--- src/rtl/mem_lsu_pkg.sv ---
// Shared types for the load/store unit: access sizes, FSM states, lane helpers.
package mem_lsu_pkg;

  localparam int DATA_W = 32;

  typedef enum logic [1:0] {
    SZ_BYTE = 2'd0,
    SZ_HALF = 2'd1,
    SZ_WORD = 2'd2
  } size_e;

  typedef enum logic [2:0] {
    ST_IDLE,
    ST_READ,
    ST_CAPTURE,
    ST_WRITE,
    ST_RESP
  } state_e;

  // Encoding 3 is folded onto word.
  function automatic size_e norm_size(input logic [1:0] s);
    case (s)
      2'd0:    norm_size = SZ_BYTE;
      2'd1:    norm_size = SZ_HALF;
      default: norm_size = SZ_WORD;
    endcase
  endfunction

  function automatic logic misaligned(input size_e s, input logic [1:0] a);
    case (s)
      SZ_HALF: misaligned = a[0];
      SZ_WORD: misaligned = |a;
      default: misaligned = 1'b0;
    endcase
  endfunction

  function automatic logic [1:0] align_lo(input size_e s, input logic [1:0] a);
    case (s)
      SZ_HALF: align_lo = {a[1], 1'b0};
      SZ_WORD: align_lo = 2'b00;
      default: align_lo = a;
    endcase
  endfunction

endpackage

--- src/rtl/mem_lsu_if.sv ---
// CPU-side request/response bundle of the load/store unit.
interface mem_lsu_if #(parameter int ADDR_W = 7);
  logic              i_req_valid;
  logic              o_req_ready;
  logic              i_req_we;
  logic [1:0]        i_req_size;
  logic              i_req_unsigned;
  logic [ADDR_W-1:0] i_req_addr;
  logic [31:0]       i_req_wdata;
  logic              o_rsp_valid;
  logic [31:0]       o_rsp_rdata;
  logic              o_rsp_err;

  modport slave (
    input  i_req_valid, i_req_we, i_req_size, i_req_unsigned, i_req_addr, i_req_wdata,
    output o_req_ready, o_rsp_valid, o_rsp_rdata, o_rsp_err
  );

  modport master (
    output i_req_valid, i_req_we, i_req_size, i_req_unsigned, i_req_addr, i_req_wdata,
    input  o_req_ready, o_rsp_valid, o_rsp_rdata, o_rsp_err
  );
endinterface

--- src/rtl/mem_lsu_lane.sv ---
// Lane extraction/extension for loads and lane merge for sub-word stores.
module mem_lsu_lane
  import mem_lsu_pkg::*;
(
  input  size_e             size,
  input  logic [1:0]        addr_lo,
  input  logic              uns,
  input  logic [DATA_W-1:0] rdata,
  input  logic [DATA_W-1:0] wdata,
  output logic [DATA_W-1:0] load_data,
  output logic [DATA_W-1:0] merged_word
);
  logic [7:0]  byte_v;
  logic [15:0] half_v;

  always_comb begin
    byte_v      = rdata[{addr_lo, 3'b000} +: 8];
    half_v      = rdata[{addr_lo[1], 4'b0000} +: 16];
    load_data   = rdata;
    merged_word = wdata;
    case (size)
      SZ_BYTE: begin
        load_data   = {{24{~uns & byte_v[7]}}, byte_v};
        merged_word = rdata;
        merged_word[{addr_lo, 3'b000} +: 8] = wdata[7:0];
      end
      SZ_HALF: begin
        load_data   = {{16{~uns & half_v[15]}}, half_v};
        merged_word = rdata;
        merged_word[{addr_lo[1], 4'b0000} +: 16] = wdata[15:0];
      end
      default: ;
    endcase
  end
endmodule

--- src/rtl/mem_lsu.sv ---
// Byte/half/word load-store unit over a word-only, 1-cycle-latency RAM.
// Optional misaligned-access error response: MEM_LSU_ERR_EN.
module mem_lsu
  import mem_lsu_pkg::*;
#(
  parameter int ADDR_W = 7
) (
  input  logic              clk,
  input  logic              resetn,
  mem_lsu_if.slave          req,
  output logic [ADDR_W-1:0] o_mem_addr,
  output logic [31:0]       o_mem_data,
  output logic              o_mem_rw,
  input  logic [31:0]       i_mem_data
);
  state_e            state_q, state_d;
  logic              we_q, we_d, uns_q, uns_d, err_q, err_d;
  size_e             size_q, size_d, acc_size;
  logic [ADDR_W-1:0] addr_q, addr_d, acc_addr;
  logic [31:0]       wd_q, wd_d, rdata_q, rdata_d;
  logic [31:0]       load_data, merged_word;
  logic              acc_err;

  mem_lsu_lane u_lane (
    .size        (size_q),
    .addr_lo     (addr_q[1:0]),
    .uns         (uns_q),
    .rdata       (i_mem_data),
    .wdata       (wd_q),
    .load_data   (load_data),
    .merged_word (merged_word)
  );

  always_comb begin
    state_d  = state_q;
    we_d     = we_q;
    size_d   = size_q;
    uns_d    = uns_q;
    addr_d   = addr_q;
    wd_d     = wd_q;
    rdata_d  = rdata_q;
    err_d    = err_q;
    acc_size = norm_size(req.i_req_size);
    acc_addr = req.i_req_addr;
`ifdef MEM_LSU_ERR_EN
    acc_err  = misaligned(acc_size, req.i_req_addr[1:0]);
`else
    // Without error reporting, misaligned accesses snap to natural alignment.
    acc_err  = 1'b0;
    acc_addr[1:0] = align_lo(acc_size, req.i_req_addr[1:0]);
`endif
    case (state_q)
      ST_IDLE: if (req.i_req_valid) begin
        we_d   = req.i_req_we;
        size_d = acc_size;
        uns_d  = req.i_req_unsigned;
        addr_d = acc_addr;
        wd_d   = req.i_req_wdata;
        if (acc_err) begin
          rdata_d = '0;
          err_d   = 1'b1;
          state_d = ST_RESP;
        end else if (req.i_req_we && acc_size == SZ_WORD) begin
          state_d = ST_WRITE;
        end else begin
          state_d = ST_READ;
        end
      end
      ST_READ: state_d = ST_CAPTURE;
      ST_CAPTURE: begin
        if (we_q) begin
          wd_d    = merged_word;
          state_d = ST_WRITE;
        end else begin
          rdata_d = load_data;
          err_d   = 1'b0;
          state_d = ST_RESP;
        end
      end
      ST_WRITE: begin
        rdata_d = '0;
        err_d   = 1'b0;
        state_d = ST_RESP;
      end
      default: state_d = ST_IDLE;
    endcase
  end

  always_ff @(posedge clk or negedge resetn) begin
    if (!resetn) begin
      state_q <= ST_IDLE;
      we_q    <= 1'b0;
      size_q  <= SZ_BYTE;
      uns_q   <= 1'b0;
      addr_q  <= '0;
      wd_q    <= '0;
      rdata_q <= '0;
      err_q   <= 1'b0;
    end else begin
      state_q <= state_d;
      we_q    <= we_d;
      size_q  <= size_d;
      uns_q   <= uns_d;
      addr_q  <= addr_d;
      wd_q    <= wd_d;
      rdata_q <= rdata_d;
      err_q   <= err_d;
    end
  end

  // rw decodes straight from state so an async reset kills a pending write.
  assign o_mem_rw        = (state_q == ST_WRITE);
  assign o_mem_addr      = {addr_q[ADDR_W-1:2], 2'b00};
  assign o_mem_data      = wd_q;
  assign req.o_req_ready = (state_q == ST_IDLE);
  assign req.o_rsp_valid = (state_q == ST_RESP);
  assign req.o_rsp_rdata = rdata_q;
  assign req.o_rsp_err   = err_q;
endmodule

--- src/flat_wrapper.sv ---
// flat-port wrapper written by rule: the top's interface ports become plain ports
module mem_lsu_flat import mem_lsu_pkg::*;
#(
  parameter int ADDR_W = 7
)
  (clk, resetn, o_mem_addr, o_mem_data, o_mem_rw, i_mem_data, req_i_req_valid, req_i_req_we, req_i_req_size, req_i_req_unsigned, req_i_req_addr, req_i_req_wdata, req_o_req_ready, req_o_rsp_valid, req_o_rsp_rdata, req_o_rsp_err);
  mem_lsu_if #(.ADDR_W(ADDR_W)) req_i ();
  input  logic clk;
  input  logic resetn;
  output logic [ADDR_W-1:0] o_mem_addr;
  output logic [31:0] o_mem_data;
  output logic o_mem_rw;
  input  logic [31:0] i_mem_data;
  input wire logic [$bits(req_i.i_req_valid)-1:0] req_i_req_valid;
  input wire logic [$bits(req_i.i_req_we)-1:0] req_i_req_we;
  input wire logic [$bits(req_i.i_req_size)-1:0] req_i_req_size;
  input wire logic [$bits(req_i.i_req_unsigned)-1:0] req_i_req_unsigned;
  input wire logic [$bits(req_i.i_req_addr)-1:0] req_i_req_addr;
  input wire logic [$bits(req_i.i_req_wdata)-1:0] req_i_req_wdata;
  output wire logic [$bits(req_i.o_req_ready)-1:0] req_o_req_ready;
  output wire logic [$bits(req_i.o_rsp_valid)-1:0] req_o_rsp_valid;
  output wire logic [$bits(req_i.o_rsp_rdata)-1:0] req_o_rsp_rdata;
  output wire logic [$bits(req_i.o_rsp_err)-1:0] req_o_rsp_err;
  assign req_i.i_req_valid = req_i_req_valid;
  assign req_i.i_req_we = req_i_req_we;
  assign req_i.i_req_size = req_i_req_size;
  assign req_i.i_req_unsigned = req_i_req_unsigned;
  assign req_i.i_req_addr = req_i_req_addr;
  assign req_i.i_req_wdata = req_i_req_wdata;
  assign req_o_req_ready = req_i.o_req_ready;
  assign req_o_rsp_valid = req_i.o_rsp_valid;
  assign req_o_rsp_rdata = req_i.o_rsp_rdata;
  assign req_o_rsp_err = req_i.o_rsp_err;
  mem_lsu #(.ADDR_W(ADDR_W)) u_core (.clk(clk), .resetn(resetn), .req(req_i), .o_mem_addr(o_mem_addr), .o_mem_data(o_mem_data), .o_mem_rw(o_mem_rw), .i_mem_data(i_mem_data));
endmodule
--- config.mk ---
export PLATFORM = sky130hd
export DESIGN_NAME = mem_lsu_flat
export DESIGN_NICKNAME = d
export VERILOG_FILES = /design/src/rtl/mem_lsu_pkg.sv /design/src/rtl/mem_lsu_if.sv /design/src/rtl/mem_lsu_lane.sv /design/src/rtl/mem_lsu.sv /design/src/flat_wrapper.sv
export SDC_FILE = /design/constraint.sdc
export NUM_CORES = 1
export LEC_CHECK = 0
export CAP_MARGIN = 20
export CORE_UTILIZATION = 60
export CTS_BUF_LIST = sky130_fd_sc_hd__clkbuf_8
export DETAILED_ROUTE_END_ITERATION = 16
export DONT_BUFFER_PORTS = 1
export MAX_ROUTING_LAYER = met4
export PLACE_DENSITY = 0.84
export SKIP_LAST_GASP = 1
export SLEW_MARGIN = 20
export SYNTH_ARGS = -nofsm -noshare
export SYNTH_HDL_FRONTEND = slang
export SYNTH_HIERARCHICAL = 1
export SYNTH_SLANG_ARGS = --single-unit
export TNS_END_PERCENT = 1
--- constraint.sdc ---
create_clock -name clk -period 6.2 [get_ports clk]
set_input_delay 1.24 -clock clk [delete_from_list [all_inputs] [get_ports clk]]
set_output_delay 1.24 -clock clk [all_outputs]
set_load 0.01 [all_outputs]
# ---- After elaboration in Yosys (flattened, before gate mapping)
# Index checks and enable logic that the tools add are counted.
dict set report word_totals {
  regBits 79
  in_bits 78
  out_inout_bits 75
  elab_cells 57
}
dict set report classes {
  n_addsub 2
  eq_ne 12
  shifts 6
  mux 17
  bitwise 3
  n_reduce_logical 9
}
# operator n
set ops {}
lappend ops {{case mux 32 bit (2 select lines)} 4}
lappend ops {{2-to-1 mux 32 bit} 3}
lappend ops {{bitwise mux 32 bit} 2}
lappend ops {{variable shift 16 x 7 -> 32 bit (first input constant)} 1}
lappend ops {{variable shift 8 x 7 -> 32 bit (first input constant)} 1}
lappend ops {{indexed part select 16 x 7 -> 32 bit} 1}
lappend ops {{indexed part select 32 x 6 -> 16 bit} 1}
lappend ops {{indexed part select 32 x 6 -> 8 bit} 1}
lappend ops {{indexed part select 8 x 7 -> 32 bit} 1}
lappend ops {{negation 5 -> 7 bit} 2}
lappend ops {{case mux 3 bit (4 select lines)} 1}
lappend ops {{case mux 2 bit (2 select lines)} 2}
lappend ops {{== test 2 x 1 -> 1 bit (second input constant)} 3}
lappend ops {{== test 3 x 2 -> 1 bit (second input constant)} 2}
lappend ops {{2-to-1 mux 3 bit} 2}
lappend ops {{logical NOT 2 bit} 2}
lappend ops {{!= test 2 bit (second input constant)} 2}
lappend ops {{AND reduction 2 bit} 2}
lappend ops {{AND reduction 4 bit} 1}
lappend ops {{nonzero test 2 bit} 2}
lappend ops {{== test 3 x 1 -> 1 bit (second input constant)} 1}
lappend ops {{== test 3 bit (second input constant)} 1}
lappend ops {{logical NOT 3 bit} 1}
lappend ops {{!= test 3 bit (second input constant)} 1}
lappend ops {{other kinds (8)} 9}

# ---- Logic depth before layout (Yosys ltp)
dict set report logic_depth {
  word_depth 7
  ltp_mapped 10
  ltp_nobuf 7
}

# ---- Cells and area by module
# Netlist, hierarchy kept.
# mod instances cells_per_inst area_each_um2 seq_area_each_um2
set by_module_without_submodules {}
lappend by_module_without_submodules {mem_lsu 1 232 3367.0 1951.9}
lappend by_module_without_submodules {mem_lsu_lane 1 256 1975.6 0.0}

# ---- Worst setup path after synthesis
# Ideal clock, no wire load.
dict set report synth_path {
  kind {input-to-reg}
  from {input port i_mem_data[19]}
  to {register u_core.wd_q[19] (netlist: u_core/o_mem_data[19])}
  setup_time_ns 0.125
  arrival_ns 2.332
  t_required_ns 6.075
  slack_ns 3.743
  path_stages 5
  path_buffers 0
  cell_sequence {mux2_1 > a22oi_1 > o221ai_2 > mux2_2 > mux2_2}
}
dict set report synth_between {
  elab_chain_len 4
  elab_cells_between_ends 5
  cone_classes {5 x mux}
}
# element line
set synth_lines {}
lappend synth_lines {{start, declared} flat_wrapper.sv:13} ;# input logic [31:0] i_mem_data;
lappend synth_lines {{bitwise mux 32 bit (on tied branches)} {mem_lsu_lane.sv:30, mem_lsu_lane.sv:25}}
lappend synth_lines {{case mux 32 bit (2 select lines) (*)} mem_lsu_lane.sv:21} ;# case (size)
lappend synth_lines {{named net u_core.merged_word[19]} mem_lsu.sv:21} ;# logic [31:0] load_data, merged_word;
lappend synth_lines {{2-to-1 mux 32 bit (*)} mem_lsu.sv:71} ;# if (we_q) begin
lappend synth_lines {{case mux 32 bit (2 select lines) (*)} mem_lsu.sv:52} ;# case (state_q)
lappend synth_lines {{end signal, assigned} mem_lsu.sv:105} ;# wd_q <= wd_d;
lappend synth_lines {{end, declared} mem_lsu.sv:20} ;# logic [31:0] wd_q, wd_d, rdata_q, rdata_d;
# Mark *: on every way through the listed nets, which the timed path passes. The rest lies on a longest branch. The select of a mux whose other input is x is not followed.
# A chain may end at the register's enable or synchronous reset.

# ---- Worst setup path in the final report
dict set report layout_path {
  from {register u_core.addr_q[1]}
  to {register u_core.wd_q[5] (netlist: u_core/o_mem_data[5])}
}
dict set report layout_between {
  elab_chain_len 6
  elab_cells_between_ends 11
  cone_classes {2 x add/sub; 4 x shift; 5 x mux}
}
# element line
set layout_lines {}
lappend layout_lines {{start, declared} mem_lsu.sv:19} ;# logic [ADDR_W-1:0] addr_q, addr_d, acc_addr;
lappend layout_lines {{start signal, assigned} mem_lsu.sv:104} ;# addr_q <= addr_d;
lappend layout_lines {{negation 5 -> 7 bit (on tied branches)} {mem_lsu_lane.sv:30, mem_lsu_lane.sv:25}}
lappend layout_lines {{indexed part select 16 x 7 -> 32 bit (tied with other cells)} mem_lsu_lane.sv:30} ;# merged_word[{addr_lo[1], 4'b0000} +: 16] = wdata[15:0];
lappend layout_lines {{bitwise mux 32 bit (on tied branches)} {mem_lsu_lane.sv:30, mem_lsu_lane.sv:25}}
lappend layout_lines {{case mux 32 bit (2 select lines) (*)} mem_lsu_lane.sv:21}
lappend layout_lines {{named net u_core.merged_word[5]} mem_lsu.sv:21}
lappend layout_lines {{2-to-1 mux 32 bit (*)} mem_lsu.sv:71}
lappend layout_lines {{case mux 32 bit (2 select lines) (*)} mem_lsu.sv:52}
# Marks and branches as above.

==> results.toml <==
[synthesis]
synth-seq-cells = 78
yosys_warnings = 6
synth_area_sq_mm = 0.005343
synthArstFlopShare_pct = 100.0
syn_area_per_cell_sq_um = 10.95
synth_top_cell_area_share_pct = 36.53
synth.top_cells.by_area = "dfrtp_1, mux2_2, a22o_1, nand2_1, mux2i_1"
synth_edf_count = 0
ys.flop_type = "dfrtp_1"
yosysMostFrequentCell = "dfrtp_1"
synth-seq-area-share_pct = 36.53
syn_inst = 488
ys_top_cells_by_count = "dfrtp_1, mux2_2, a22o_1"
post-synth-top-area-cell = "dfrtp_1"
yosysUniqueCellTypes = 60

[floorplan]
start_util_pct = 61.56
ios = 153
dieArea_sq_mm = 0.009285
die_x_um = 96.36
num_rows = 34
core_region_area_sq_mm = 0.008678
die_y_um = 96.36

[setup_path]
crit_type = "flip-flop to flip-flop"
worstPathRequired_ps = 6440
startpoint_type = "flip-flop"
crit_path_end_kind = "flip-flop"
crit_buf_inv = 2
crit_slowest_cell = "buf_4"
cp_max_fo = 36
arrival_ps = 3010
timing.rr.start = "u_core/addr_q[1]"
timing.critical_path.cells = "buf_4 > inv_4 > ha_1 > nor4bb_1 > a211o_1 > a22o_1 > mux2_2 > mux2_2"
r2r_end = "u_core/o_mem_data[5]"
worst_path_most_repeated_cell = "mux2_2"
regToRegSetupSlack_ps = 3440
path_delay_family = "compound AO/OA/AOI/OAI gates"
max_stage_delay_ps = 440
r2r_cells = 8

[placed_design]
hpwl_um = 10030
dpl-instance-area_sq_mm = 0.005261
io_buffer_count = 0
gp_congestion = 0.9086

[global_routing]
grt_pass1_wl_um = 20700
overflow = 0
grt_usage_pct = 31.36
grt_pass1_vias = 3867
grt_max_degree = 79
antenna_found_initial = 0

[detailed_routing]
via_per_inst = 7.075
drtAntennaViolNets = 0
routedWlPerCell_um = 24.67
first_pass_iters = 5
route.detailed.drc = 0
routed_wl_um = 14160
initialDrtViolationCount = 365
via_count = 4061

[layout]
syn2layout_area_growth_pct = 3.068
layout-drive-gt1-share_pct = 29.61
fin_area_sq_mm = 0.005507
antenna_cells = 0
finalNetCount = 544

[timing]
setup_viol = 0
clock_skew_ps = 13.13
tightest_slew_ps = 741.2
final_hold_viol_count = 0
period_needed_ps = 2762
maxSlewViolCount = 0
timing.slew.headroom_pct = 50.58
rsz0062_at_grt = "no"
fin_setup_tns_ps = 0
min_period_over_period_pct = 44.55
fmaxAchievable_ghz = 0.3621

[clocking]
clock_sinks = 78
cts_buffers = 9
htreeDepth = 3
clock_latency_ps = 370
cts_tree = "built"
clock_path_buffers = 2
hold_buffers = 0
cts_resized = 0
root_buffer = "clkbuf_8"
clk_pin_slew_worst_paths_ps = 90
post_cts_buffers = 0

[power_and_ir_drop]
power_density_mw_per_mm2 = 622.1
ir_worst_vdd_mv = 0.2413
p_leak_nw = 2.289

[flow_run]
maxCapViolations = 0

[run_status]
status = "completed"

[min_path]
min_path_type = "input pin to asynchronous set/reset pin"
## kinds of logic (layout without fill, tap and decap cells)
family                   Yosys count  in the layout  share of synthesized area [%]
flip-flops                        78             78                          36.53
multiplexers                     101            101                          21.26
AND/OR/NAND/NOR                  100            100                          10.45
AO/OA/AOI/OAI                    144            144                          24.05
buffers and inverters             59             35                          6.464
other                              1              3                        0.07019
adder cells (fa/ha/maj)            5              5                          1.171
## per-stage QoR
step	setup WS [ps]	std cells	hold slack [ps]	utilization [%]	total power (W)
floorplan	3743	490	480.6	-	0.002650
global placement	3489	557	564.3	60.45	0.002845
detailed placement	3463	558	564.7	60.63	0.002930
CTS	3469	574	553.2	63.45	0.003409
global route	3392	574	546.3	63.45	0.003623
finish	3438	574	561.0	63.45	0.003426
## cell type report
class | count | area (sq um)
Clock inverter | 7 | 121.4
Clock buffer | 9 | 123.9
Tap cell | 108 | 135.1
Inverter | 12 | 47.55
Sequential cell | 78 | 1953
Fill cell | 700 | 3172
Timing Repair Buffer | 7 | 60.06
Multi-Input combinational cell | 353 | 3065
## state kept, by name (all words and copies together), names as in the netlist
name / count
u_core/o_mem_data: 32
u_core/we_q: 1
u_core/size_q: 2
u_core/state_q: 3
u_core/addr_q: 7
u_core/req.o_rsp_rdata: 32
u_core/uns_q: 1
## where the power goes
part | internal (W) | switching [W] | total [W]
clock | 0.000270 | 0.000200 | 0.000470
sequential | 0.000756 | 0.000402 | 0.00116
combinational | 0.000886 | 0.000911 | 0.00180
total | 0.00191 | 0.00151 | 0.00343
## cell usage in the layout, fill, tap and decap left out, types with 8 or more instances in the layout
| cell | n |
|---|---|
| inv_1 | 11 |
| a221o_1 | 15 |
| clkbuf_8 | 9 |
| dfrtp_1 | 77 |
| a22oi_1 | 11 |
| a41oi_1 | 8 |
| o21ai_2 | 10 |
| nor2_1 | 10 |
| mux2i_1 | 16 |
| nand2_1 | 46 |
| o221ai_2 | 8 |
| mux2_2 | 73 |
| nor2b_1 | 17 |
| a22o_1 | 51 |
| o221ai_1 | 8 |
## worst max-delay path by stage
stage | startpoint | to | slack (ps) | cells past startpoint
CTS | u_core/addr_q[1] | u_core/o_mem_data[5] | 3470 | 8
global route | u_core/addr_q[1] | u_core/o_mem_data[5] | 3390 | 8
detailed placement | i_mem_data[31] | u_core/req.o_rsp_rdata[31] | 3460 | 5
global placement | i_mem_data[31] | u_core/req.o_rsp_rdata[31] | 3490 | 5
floorplan | i_mem_data[19] | u_core/o_mem_data[19] | 3740 | 5
finish | u_core/addr_q[1] | u_core/o_mem_data[5] | 3440 | 8
## layer usage
layer	vias to the layer above	share of wire (%)	global-route usage [%]
met4	0	4.8	17.77
met2	253	45	45.15
met5	-	0	-
met1	1945	40	38.91
met3	62	9.6	9.795
li1	1801	-	-
No activity file was read; power rests on OpenSTA's default activity.
